File: src/rtl/packet_buffer_read_controller.sv
// packet_buffer_read_controller: round-robin whole-packet drain of lane FIFOs onto one egress stream.
module packet_buffer_read_controller #(
  parameter int NUM_LANES             = 4,
  parameter int LANE_SELECT_IDX_WIDTH = 2,
  parameter int MAX_PACKETS_PER_LANE  = 16
) (
  input  logic                             clk_i,
  input  logic                             rst_ni,
  input  logic                             wr_pkt_commit_i,
  input  logic [LANE_SELECT_IDX_WIDTH-1:0] wr_pkt_lane_i,
  input  logic                             fifo_valid_i [NUM_LANES],
  input  logic                             fifo_last_i  [NUM_LANES],
  output logic                             fifo_ready_o [NUM_LANES],
  input  logic                             output_ready_i,
  output logic                             output_valid_o,
  output logic                             output_last_o,
  output logic [LANE_SELECT_IDX_WIDTH-1:0] lane_sel_o,
  output logic                             lane_sel_valid_o,
  output logic                             overflow_o
);
  localparam int IW = LANE_SELECT_IDX_WIDTH;
  localparam int CW = $clog2(MAX_PACKETS_PER_LANE + 1);
  localparam logic [CW-1:0] CMAX = CW'(MAX_PACKETS_PER_LANE);
  typedef enum logic {IDLE, STREAM} state_e;
  state_e        state_q, state_d;
  logic [IW-1:0] sel_q, sel_d, rr_q, rr_d, hit_idx, idx;
  logic [CW-1:0] count_q [NUM_LANES];
  logic [CW-1:0] count_d [NUM_LANES];
  logic          overflow_q, overflow_d, hit, last_hs, inc, dec;
  // Descending scan so the lane closest to the rr pointer is the last writer and wins.
  always_comb begin
    hit = 1'b0;
    hit_idx = '0;
    idx = '0;
    for (int i = NUM_LANES - 1; i >= 0; i--) begin
      idx = IW'((int'(rr_q) + i) % NUM_LANES);
      if (count_q[idx] != '0) begin
        hit = 1'b1;
        hit_idx = idx;
      end
    end
  end
  always_comb begin
    state_d = state_q;
    sel_d = sel_q;
    rr_d = rr_q;
    output_valid_o = 1'b0;
    output_last_o = 1'b0;
    last_hs = 1'b0;
    for (int i = 0; i < NUM_LANES; i++)
      fifo_ready_o[i] = (state_q == STREAM) && int'(sel_q) == i && output_ready_i;
    if (state_q == IDLE) begin
      state_d = hit ? STREAM : IDLE;
      sel_d = hit ? hit_idx : sel_q;
    end else begin
      output_valid_o = fifo_valid_i[sel_q];
      output_last_o = fifo_valid_i[sel_q] & fifo_last_i[sel_q];
      last_hs = output_last_o & output_ready_i;
      state_d = last_hs ? IDLE : STREAM;
      rr_d = !last_hs ? rr_q : (int'(sel_q) == NUM_LANES - 1) ? '0 : sel_q + 1'b1;
    end
  end
  // A commit and a drain on the same lane cancel, so saturation only matters for a lone commit.
  always_comb begin
    overflow_d = overflow_q;
    inc = 1'b0;
    dec = 1'b0;
    for (int i = 0; i < NUM_LANES; i++) begin
      inc = wr_pkt_commit_i && int'(wr_pkt_lane_i) == i;
      dec = last_hs && int'(sel_q) == i;
      count_d[i] = (inc && !dec && count_q[i] != CMAX) ? count_q[i] + 1'b1 :
                   (dec && !inc) ? count_q[i] - 1'b1 : count_q[i];
      overflow_d = overflow_d | (inc && !dec && count_q[i] == CMAX);
    end
  end
  always_ff @(posedge clk_i or negedge rst_ni) begin
    if (!rst_ni) begin
      state_q <= IDLE;
      sel_q <= '0;
      rr_q <= '0;
      overflow_q <= 1'b0;
      for (int i = 0; i < NUM_LANES; i++) count_q[i] <= '0;
    end else begin
      state_q <= state_d;
      sel_q <= sel_d;
      rr_q <= rr_d;
      overflow_q <= overflow_d;
      for (int i = 0; i < NUM_LANES; i++) count_q[i] <= count_d[i];
    end
  end
  assign lane_sel_o = sel_q;
  assign lane_sel_valid_o = (state_q == STREAM);
  assign overflow_o = overflow_q;
endmodule

File: config.mk
export PLATFORM = sky130hd
export DESIGN_NAME = packet_buffer_read_controller
export DESIGN_NICKNAME = d
export VERILOG_FILES = /design/src/rtl/packet_buffer_read_controller.sv
export SDC_FILE = /design/constraint.sdc
export NUM_CORES = 1
export LEC_CHECK = 0
export CELL_PAD_IN_SITES_DETAIL_PLACEMENT = 1
export CELL_PAD_IN_SITES_GLOBAL_PLACEMENT = 2
export CORE_MARGIN = 2
export CORE_UTILIZATION = 35
export CTS_CLUSTER_SIZE = 8
export DETAILED_ROUTE_END_ITERATION = 8
export PLACE_DENSITY = 0.88
export SLEW_MARGIN = 20
export SYNTH_ARGS = -nofsm -noshare
export SYNTH_HDL_FRONTEND = slang
export SYNTH_SLANG_ARGS = --single-unit
File: constraint.sdc
create_clock -name clk_i -period 3.75 [get_ports clk_i]
set_input_delay 0.9375 -clock clk_i [delete_from_list [all_inputs] [get_ports clk_i]]
set_output_delay 0.9375 -clock clk_i [all_outputs]
set_load 0.05 [all_outputs]
==> impl_results.md, run 1 <==
* Status: finished, final reports clean
* Postcts setup bufs at 0
* Core Region at 5850 sq um
* Period utilisation layout at 0.923
* Finished Core Util at 0.441
* Crit. End Element: flip-flop
* Worst R2R Start: lane_sel_o[0]$_DFFE_PN0P_
* Max Root-Sink Buffers at 2
* CP Launch Type: primary input
* Critical Path AT at 3.62 ns
* Post-Syn Instances at 212
* Slew margin rel. at 0.538
* Setup TNS at 0 ns
* Peak VDD IR at 0.000326 V
* Die width at 81.5 um
* Number of library cell types mapped by synthesis at 55
* DP HPWL at 3960 um
* Number of flops mapped to enable cells by yosys at 0
* Rows at 28
* Clock Latency Late Sink at 0.27 ns
* Seq/Total Area, Yosys at 0.310
* RSZ-0062 raised after global routing: false
* Post-synth top area cell: dfrtp_1
* Synth async-reset ratio at 1.00
* Die height at 81.5 um
* CP required at 3.90 ns
* Placed cell area at 2540 sq um
* Top_reg_cell synth: dfrtp_1
* Post-route cell area at 2580 sq um
* Root Buffer: clkbuf_8
* Routing usage on met3 at 0.0242
* WP depth at 12
* P per Cell Area at 737 nW/um^2
* CP top delay family: buffers and inverters
* Hold path endpoint: count_q[9]$_DFFE_PN0P_
* Hold_ws at 0.546 ns
* Die area at 6640 sq um
* IO Count at 24
* Clk sinks at 26
* Worst Hold Launch: count_q[9]$_DFFE_PN0P_
* Gr usage total at 0.165
* Vias/cell at 5.25
* MaxCap Viol Count at 0
* Wire per inst at 14.8 um
* Vias at 1,716
* Actual slew at the worst max-slew pin at 0.687 ns
* Clock skew at 0.00530 ns
* Cells after DPL at 324
* H-Tree Depth at 1
* First DRT Iteration DRCs at 37
* Setup CP Type: primary input to flip-flop
* Initial antenna violation count at 0
* CTS clk-pin slew, worst paths at 0.09 ns
* Buffers & Inverters on Critical Path at 3
* Critical R2R Capture: count_q[14]$_DFFE_PN0P_
* Synthesized net count at 248
* Syn-to-layout area delta at 22.9%
* Final hold viol count at 0
* Starting density of the core at 0.359
* Fin. max-slew vios at 0
* Post-CTS sizing at 0
* Commonest cells after routing, fill and taps aside: dfrtp_1 (26), buf_4 (20), inv_1 (18), ha_1 (18), clkdlybuf4s50_1 (17)
* Fill count at 674
* R2R depth at 11
* Hold-fix buffers, CTS at 0
* Gr ovfl total at 0
* CP Max Fanout at 10
* Top cell type's share of synthesized area at 0.310
* Non-Filler Instances at 327
* Met2 global-route usage at 0.290
* Area contributors post-synth: dfrtp_1 (31%), ha_1 (11%), xnor2_1 (4.2%)
* Min Tclk post-route at 3.46 ns
* Final setup violation count at 0
* Diodes inserted at 0
* Synth warn at 0
* Gpl congestion at 0.724
* Post-route DRC at 0
* Leak pwr at 1.15 nW
* Mapped Area at 2100 sq um
* Number of buffers created by CTS at 3
* Average cell area after synthesis at 9.92 sq um
* Worst path slowest cell: mux4_2
* Global-route wire length before repair at 8520 um
* First-pass detailed-route iteration total at 4
* Min-delay worst type: flip-flop to flip-flop
* Total Nets Final at 290
* Vias in the first global route at 1,815
* TritonCTS clock tree: done
* Largest net degree at the start of global routing at 27
* Worst-path cell chain: clkdlybuf4s50_1 > nand2_1 > mux4_2 > buf_12 > o211ai_2 > inv_1 > fa_1 > nor2b_1 > o21ai_0 > and3_1 > mux2i_1 > o22ai_1
* Commonest non-fill, non-tap cell in the layout: dfrtp_1
* CP max stage delay at 0.53 ns
* PortBufs at 23
* Yosys reg bits at 26
* Layout cell share with drive strength beyond 1 at 0.171
* Gr busiest metal: met2
* Final ANT Viol Nets at 0
* Worst hold path stage count at 1
* GR Util met1 at 0.214
* Max frequency at 0.289 GHz
* Reg2Reg Setup Slack at 0.83 ns
* DRT Wirelength at 4840 um
## worst max path at each step
stage / startpoint / endpoint / slack (ns)
final: fifo_last_i[3] / count_q[14]$_DFFE_PN0P_ / 0.29
after detailed placement: fifo_last_i[3] / count_q[14]$_DFFE_PN0P_ / -0.02
after global routing: fifo_last_i[3] / count_q[14]$_DFFE_PN0P_ / 0.13
after CTS: fifo_last_i[3] / count_q[14]$_DFFE_PN0P_ / 0.25
after floorplan: wr_pkt_lane_i[1] / count_q[19]$_DFFE_PN0P_ / 0.32
after global placement: fifo_last_i[3] / count_q[14]$_DFFE_PN0P_ / 0.06
## kinds of logic (layout without fill, tap and decap cells)
| group | Yosys count | after routing | share of synthesized area |
|---|---|---|---|
| simple gates | 61 | 61 | 0.161 |
| flops | 26 | 26 | 0.310 |
| xor+xnor | 15 | 15 | 0.0625 |
| mux | 14 | 14 | 0.0911 |
| buf+inv | 21 | 61 | 0.0411 |
| compound gates | 53 | 53 | 0.189 |
| fa+ha+maj | 22 | 22 | 0.145 |
## cell usage after synthesis (2+ instances only)
master,n
nand2_1,12
a21o_1,4
and3_1,2
xnor2_1,10
nand3_1,8
fa_1,4
inv_1,18
ha_1,18
xor2_1,5
a22o_1,6
mux2_2,2
nor2b_1,5
nand2b_1,5
nand4_1,2
mux2_1,3
dfrtp_1,26
nor2_1,8
nor3b_1,2
o21ai_2,4
nor4_1,4
a21oi_1,11
mux4_1,2
o211ai_2,2
and2_1,3
o21ai_0,6
o22ai_1,4
mux2i_1,6
a31o_2,2
nor3_1,2
## where the power goes
part | switching (mW) | total (mW) | leakage, nW | internal, mW
registers | 0.159 | 0.574 | 0.309 | 0.415
logic | 0.618 | 1.17 | 0.818 | 0.552
clock network | 0.0874 | 0.159 | 0.0216 | 0.0720
total | 0.864 | 1.90 | 1.15 | 1.04
## through the flow
stage | setup slack (ns) | power (mW)
5_1_grt | 0.130 | 2.09
2_1_floorplan | 0.319 | 1.40
4_1_cts | 0.255 | 1.93
3_3_place_gp | 0.0612 | 1.71
6_report | 0.288 | 1.90
3_5_place_dp | -0.0222 | 1.76
## registers in the layout, indices dropped and copies added, names as in the netlist
register          count
count_q              20
lane_sel_o            2
lane_sel_valid_o      1
overflow_o            1
rr_q                  2
## metal layers
layer  up-vias  routed length [um]
met4         0                  35
li1        857                   -
met2        17                2450
met5         -                   0
met3         2                 105
met1       840                2250
## cell type report
cell class	count	area, sq um	area share
inverter	19	71.3	0.0276
clock buffer	3	41.3	0.0160
tap	75	93.8	0.0363
timing repair buffer	39	360	0.140
sequential	26	651	0.252
multi-input combinational	165	1370	0.529
Power figures use the tool's default switching activity.
==> run 2, diff against run 1 <==
- CORE_MARGIN: 2 -> 1.5
==> run 2 against run 1 <==
Against the previous run:
- sequential power about the same
- highest routed layer unchanged
- register-to-register slack worse by 0.08 ns
- largest power group unchanged
- critical endpoint is now count_q[4]$_DFFE_PN0P_
- utilization up 0.56 points
- combinational power about the same
- clock skew down 0.0017 ns
- clock power up 54%
==> impl_results.md, run 2 (synthesized netlist as in run 1, its figures left out) <==
* R2R depth at 10
* Wire per inst at 15.4 um
* Clock Latency Late Sink at 0.28 ns
* Gpl congestion at 0.753
* Fin. max-slew vios at 0
* Actual slew at the worst max-slew pin at 0.602 ns
* Worst path slowest cell: mux4_2
* Worst-path cell chain: clkdlybuf4s50_1 > nand2_1 > mux4_2 > buf_4 > o21ai_2 > inv_1 > fa_1 > inv_1 > a21o_1 > a21oi_1 > or4_1 > o211ai_1
* Most common cell on crit path: inv_1
* Placed cell area at 2540 sq um
* Post-route cell area at 2620 sq um
* Biggest register: count_q
* Status: finished, final reports clean
* DP HPWL at 4090 um
* Die width at 80.5 um
* Post-CTS sizing at 0
* Core Region at 5850 sq um
* Vias/cell at 5.35
* Initial antenna violation count at 0
* TritonCTS clock tree: done
* Slew margin rel. at 0.595
* Total power at 1.99 mW
* Largest net degree at the start of global routing at 27
* CP Max Fanout at 9
* Clk sinks at 26
* Commonest cells after routing, fill and taps aside: dfrtp_1 (26), buf_4 (23), inv_1 (18), ha_1 (18), clkdlybuf4s50_1 (17)
* MaxCap Viol Count at 0
* CP top delay family: buffers and inverters
* WP depth at 12
* Critical R2R Capture: count_q[19]$_DFFE_PN0P_
* CP max stage delay at 0.60 ns
* RSZ-0062 raised after global routing: false
* CTS clk-pin slew, worst paths at 0.10 ns
* Gr ovfl total at 0
* Total Nets Final at 292
* Starting density of the core at 0.359
* First-pass detailed-route iteration total at 4
* Crit. End Element: flip-flop
* Reg2Reg Setup Slack at 0.75 ns
* Final ANT Viol Nets at 0
* Syn-to-layout area delta at 24.4%
* Vias in the first global route at 1,873
* DRT Wirelength at 5070 um
* Number of buffers created by CTS at 3
* H-Tree Depth at 1
* Die height at 80.5 um
* Final hold viol count at 0
* Critical Path AT at 3.68 ns
* Finished Core Util at 0.447
* Peak VDD IR at 0.000250 V
* CP required at 3.95 ns
* Diodes inserted at 0
* Setup TNS at 0 ns
* Hold_ws at 0.550 ns
* Critical Path Start: fifo_last_i[3]
* Number of flip-flops in the largest register at 20
* Min-delay worst type: flip-flop to flip-flop
* Final setup violation count at 0
* Max Root-Sink Buffers at 2
* Setup CP Type: primary input to flip-flop
* Hold-fix buffers, CTS at 0
* P per Cell Area at 760 nW/um^2
* Leak pwr at 1.17 nW
* Global-route wire length before repair at 8700 um
* Buffers & Inverters on Critical Path at 4
* PortBufs at 23
* Layout cell share with drive strength beyond 1 at 0.180
* Setup crit end: count_q[4]$_DFFE_PN0P_
* CP Launch Type: primary input
* Max frequency at 0.287 GHz
* Vias at 1,766
* Worst R2R Start: lane_sel_o[0]$_DFFE_PN0P_
* Min Tclk post-route at 3.48 ns
* First DRT Iteration DRCs at 54
* Die area at 6480 sq um
* Rows at 28
* Root Buffer: clkbuf_8
* Postcts setup bufs at 0
* Commonest non-fill, non-tap cell in the layout: dfrtp_1
* Clock skew at 0.00360 ns
* Post-route DRC at 0
* IO Count at 24
* Period utilisation layout at 0.929
* Gr usage total at 0.173
==> run 2: changes by cell type in the layout (fill, tap and decap cells not counted) <==
cell       delta
bufinv_16     +1
buf_4         +3
buf_12        -1
==> run 2: cell type report <==
type / count / area, sq um
flip-flops and latches: 26 / 651
fillers: 671 / 3240
clock inverters: 1 / 30.0
repair buffers: 41 / 363
multi-input cells: 165 / 1370
clock buffers: 3 / 41.3
inverters: 19 / 71.3
well taps: 75 / 93.8
==> run 2: metrics by stage <==
step | setup slack [ns] | instances
after floorplan | 0.319 | 212
after global placement | 0.00549 | 326
after detailed placement | -0.0416 | 326
after CTS | 0.247 | 330
after global routing | 0.0912 | 330
final | 0.266 | 330
==> run 2: worst min-delay path by stage <==
stage | slack [ns] | startpoint | cells past startpoint | to
finish | 0.55 | count_q[9]$_DFFE_PN0P_ | 1 | count_q[9]$_DFFE_PN0P_
global route | 0.59 | count_q[8]$_DFFE_PN0P_ | 1 | count_q[8]$_DFFE_PN0P_
CTS | 0.55 | count_q[9]$_DFFE_PN0P_ | 1 | count_q[9]$_DFFE_PN0P_
detailed placement | 0.53 | count_q[9]$_DFFE_PN0P_ | 1 | count_q[9]$_DFFE_PN0P_
global placement | 0.52 | count_q[8]$_DFFE_PN0P_ | 1 | count_q[8]$_DFFE_PN0P_
floorplan | 0.49 | count_q[9]$_DFFE_PN0P_ | 1 | count_q[9]$_DFFE_PN0P_
==> run 2: layer usage <==
metal | vias up | routed length [um] | GRT usage
met5 | - | 0 | 0
met4 | 0 | 50 | 0.0483
met3 | 4 | 68 | 0.0170
met2 | 14 | 2550 | 0.308
met1 | 886 | 2410 | 0.218
li1 | 862 | - | -
==> run 2: worst reg2reg max path, cell delays in order (launching register included) <==
cell and delay (ns):
dfrtp_1 0.54, inv_2 0.12, mux4_2 0.50, o211ai_2 0.14, buf_4 0.18, fa_1 0.40
a21o_1 0.18, a21oi_1 0.21, nand2b_1 0.10, o32a_1 0.28, mux2_2 0.26
==> run 2: power breakdown <==
part           total (mW)  leakage [nW]  switching [mW]  internal [mW]
registers           0.574         0.309           0.160          0.414
logic                1.17         0.823           0.626          0.541
clock network       0.245        0.0357           0.102          0.143
==> run 3, diff against run 2 <==
- CTS_CLUSTER_DIAMETER: not set -> 100
- HOLD_SLACK_MARGIN: not set -> 0.02
- clock period: 3.75 -> 3.5 ns (I/O delays scaled with it)
==> run 3 against run 2 <==
Against the previous run:
- register-to-register slack got worse by 0.22 ns
- highest routed layer unchanged
- largest power group unchanged
- setup slack got worse by 0.14 ns
- utilization rose by 2.8 points
- wire length rose by 7.2%
- worst hold slack improved by 0.015 ns
- die area did not move
- clock-buffer cell count did not move
- sequential cell count did not move
==> impl_results.md, run 3 (synthesized netlist as in run 1, its figures left out) <==
* Gpl congestion at 0.771
* Total Nets Final at 303
* Worst hold path stage count at 1
* DP HPWL at 4240 um
* Rows at 28
* Slew margin rel. at 0.468
* Status: finished, final reports clean
* Pre-CTS setup slack at -0.247 ns
* Core Region at 5850 sq um
* CP required at 3.69 ns
* Fin. max-slew vios at 0
* CP Launch Type: primary input
* Actual slew at the worst max-slew pin at 0.791 ns
* Final hold viol count at 0
* Setup WS post-layout at 0.126 ns
* Critical Path AT at 3.57 ns
* Vias at 1,813
* Vias/cell at 5.32
* First DRT Iteration DRCs at 38
* Finished Core Util at 0.475
* Gr usage total at 0.187
* Starting density of the core at 0.359
* DRT Wirelength at 5440 um
* TritonCTS clock tree: done
* Die area at 6480 sq um
* Number of flip-flops in the largest register at 20
* PortBufs at 23
* RSZ-0062 raised after global routing: true
* Clk sinks at 26
* Hold_ws at 0.565 ns
* Root Buffer: clkbuf_8
* Crit. End Element: flip-flop
* Worst Hold Launch: count_q[8]$_DFFE_PN0P_
* Diodes inserted at 0
* H-Tree Depth at 1
* Syn-to-layout area delta at 32.1%
* Commonest non-fill, non-tap cell in the layout: buf_4
* Number of buffers created by CTS at 3
* Placed cell area at 2660 sq um
* Gr ovfl total at 0
* Largest net degree at the start of global routing at 27
* First-pass detailed-route iteration total at 4
* Min-delay worst type: flip-flop to flip-flop
* Setup CP Type: primary input to flip-flop
* Max Root-Sink Buffers at 2
* MaxCap Viol Count at 0
* Leak pwr at 1.24 nW
* Peak VDD IR at 0.000358 V
* Min Tclk post-route at 3.37 ns
* Commonest cells after routing, fill and taps aside: buf_4 (29), dfrtp_1 (26), inv_1 (18), ha_1 (18), clkdlybuf4s50_1 (17)
* Post-route DRC at 0
* R2R depth at 10
* Die width at 80.5 um
* Vias in the first global route at 1,997
* CTS clk-pin slew, worst paths at 0.10 ns
* Wire per inst at 16.0 um
* Period utilisation layout at 0.964
* Post-route cell area at 2780 sq um
* Hold-fix buffers, CTS at 0
* Setup TNS at 0 ns
* Worst R2R Start: lane_sel_o[0]$_DFFE_PN0P_
* Clock skew at 0.00884 ns
* Initial antenna violation count at 0
* Max frequency at 0.296 GHz
* Biggest register: count_q
* Final setup violation count at 0
* IO Count at 24
* Global-route wire length before repair at 9450 um
* P per Cell Area at 816 nW/um^2
* Layout cell share with drive strength beyond 1 at 0.229
* Critical Path Start: fifo_valid_i[3]
* CP Max Fanout at 7
* Final ANT Viol Nets at 0
* Clock Latency Late Sink at 0.28 ns
* Die height at 80.5 um
-- run 3: layout make-up --
cell class                 instances  area (sq um)
clock buffer                       3          41.3
tap                               75          93.8
clock inverter                     1          30.0
multi-input combinational        165          1400
sequential                        26           651
inverter                          19          71.3
timing repair buffer              52           490
fill                             657          3070
-- run 3: metal layers --
layer | vias to the layer above | track usage | share of wire
met4 | 0 | 0.0534 | 0.015
met5 | - | 0 | 0
met2 | 14 | 0.341 | 0.52
li1 | 880 | - | -
met1 | 913 | 0.233 | 0.46
met3 | 6 | 0.0148 | 0.0086
-- run 3: critical path: stages --
cell             delay [ns]
clkdlybuf4s50_1        0.48
nand2_1                0.05
mux4_2                 0.61
buf_6                  0.18
o21ai_2                0.14
inv_1                  0.07
fa_1                   0.37
inv_1                  0.06
a21o_1                 0.10
a21oi_1                0.11
or4_1                  0.41
o211ai_1               0.11
-- run 3: path summary, 6_finish.rpt --
| check | end | slack, ns |
|---|---|---|
| max | count_q[4]$_DFFE_PN0P_ | 0.13 |
| max in group asynchronous | count_q[4]$_DFFE_PN0P_ | 2.24 |
| max reg2reg | count_q[19]$_DFFE_PN0P_ | 0.53 |
| min reg2reg | count_q[8]$_DFFE_PN0P_ | 0.57 |
| min | count_q[8]$_DFFE_PN0P_ | 0.57 |
| min in group asynchronous | count_q[15]$_DFFE_PN0P_ | 0.97 |
-- run 3: power breakdown --
| group | internal (mW) | switching, mW | leakage [nW] |
|---|---|---|---|
| registers | 0.444 | 0.173 | 0.309 |
| logic | 0.670 | 0.718 | 0.893 |
| clock network | 0.153 | 0.109 | 0.0357 |
-- run 3: timing repair --
item | in CTS | in global routing
buffers inserted | 0 | 1
gates resized for setup | 0 | 10
endpoints found under the setup margin | 0 | 3
-- run 3: stage by stage --
stage	cells	total power [mW]
3_3_place_gp	336	1.91
3_5_place_dp	336	1.97
5_1_grt	341	2.47
4_1_cts	340	2.26
6_report	341	2.27
2_1_floorplan	212	1.50
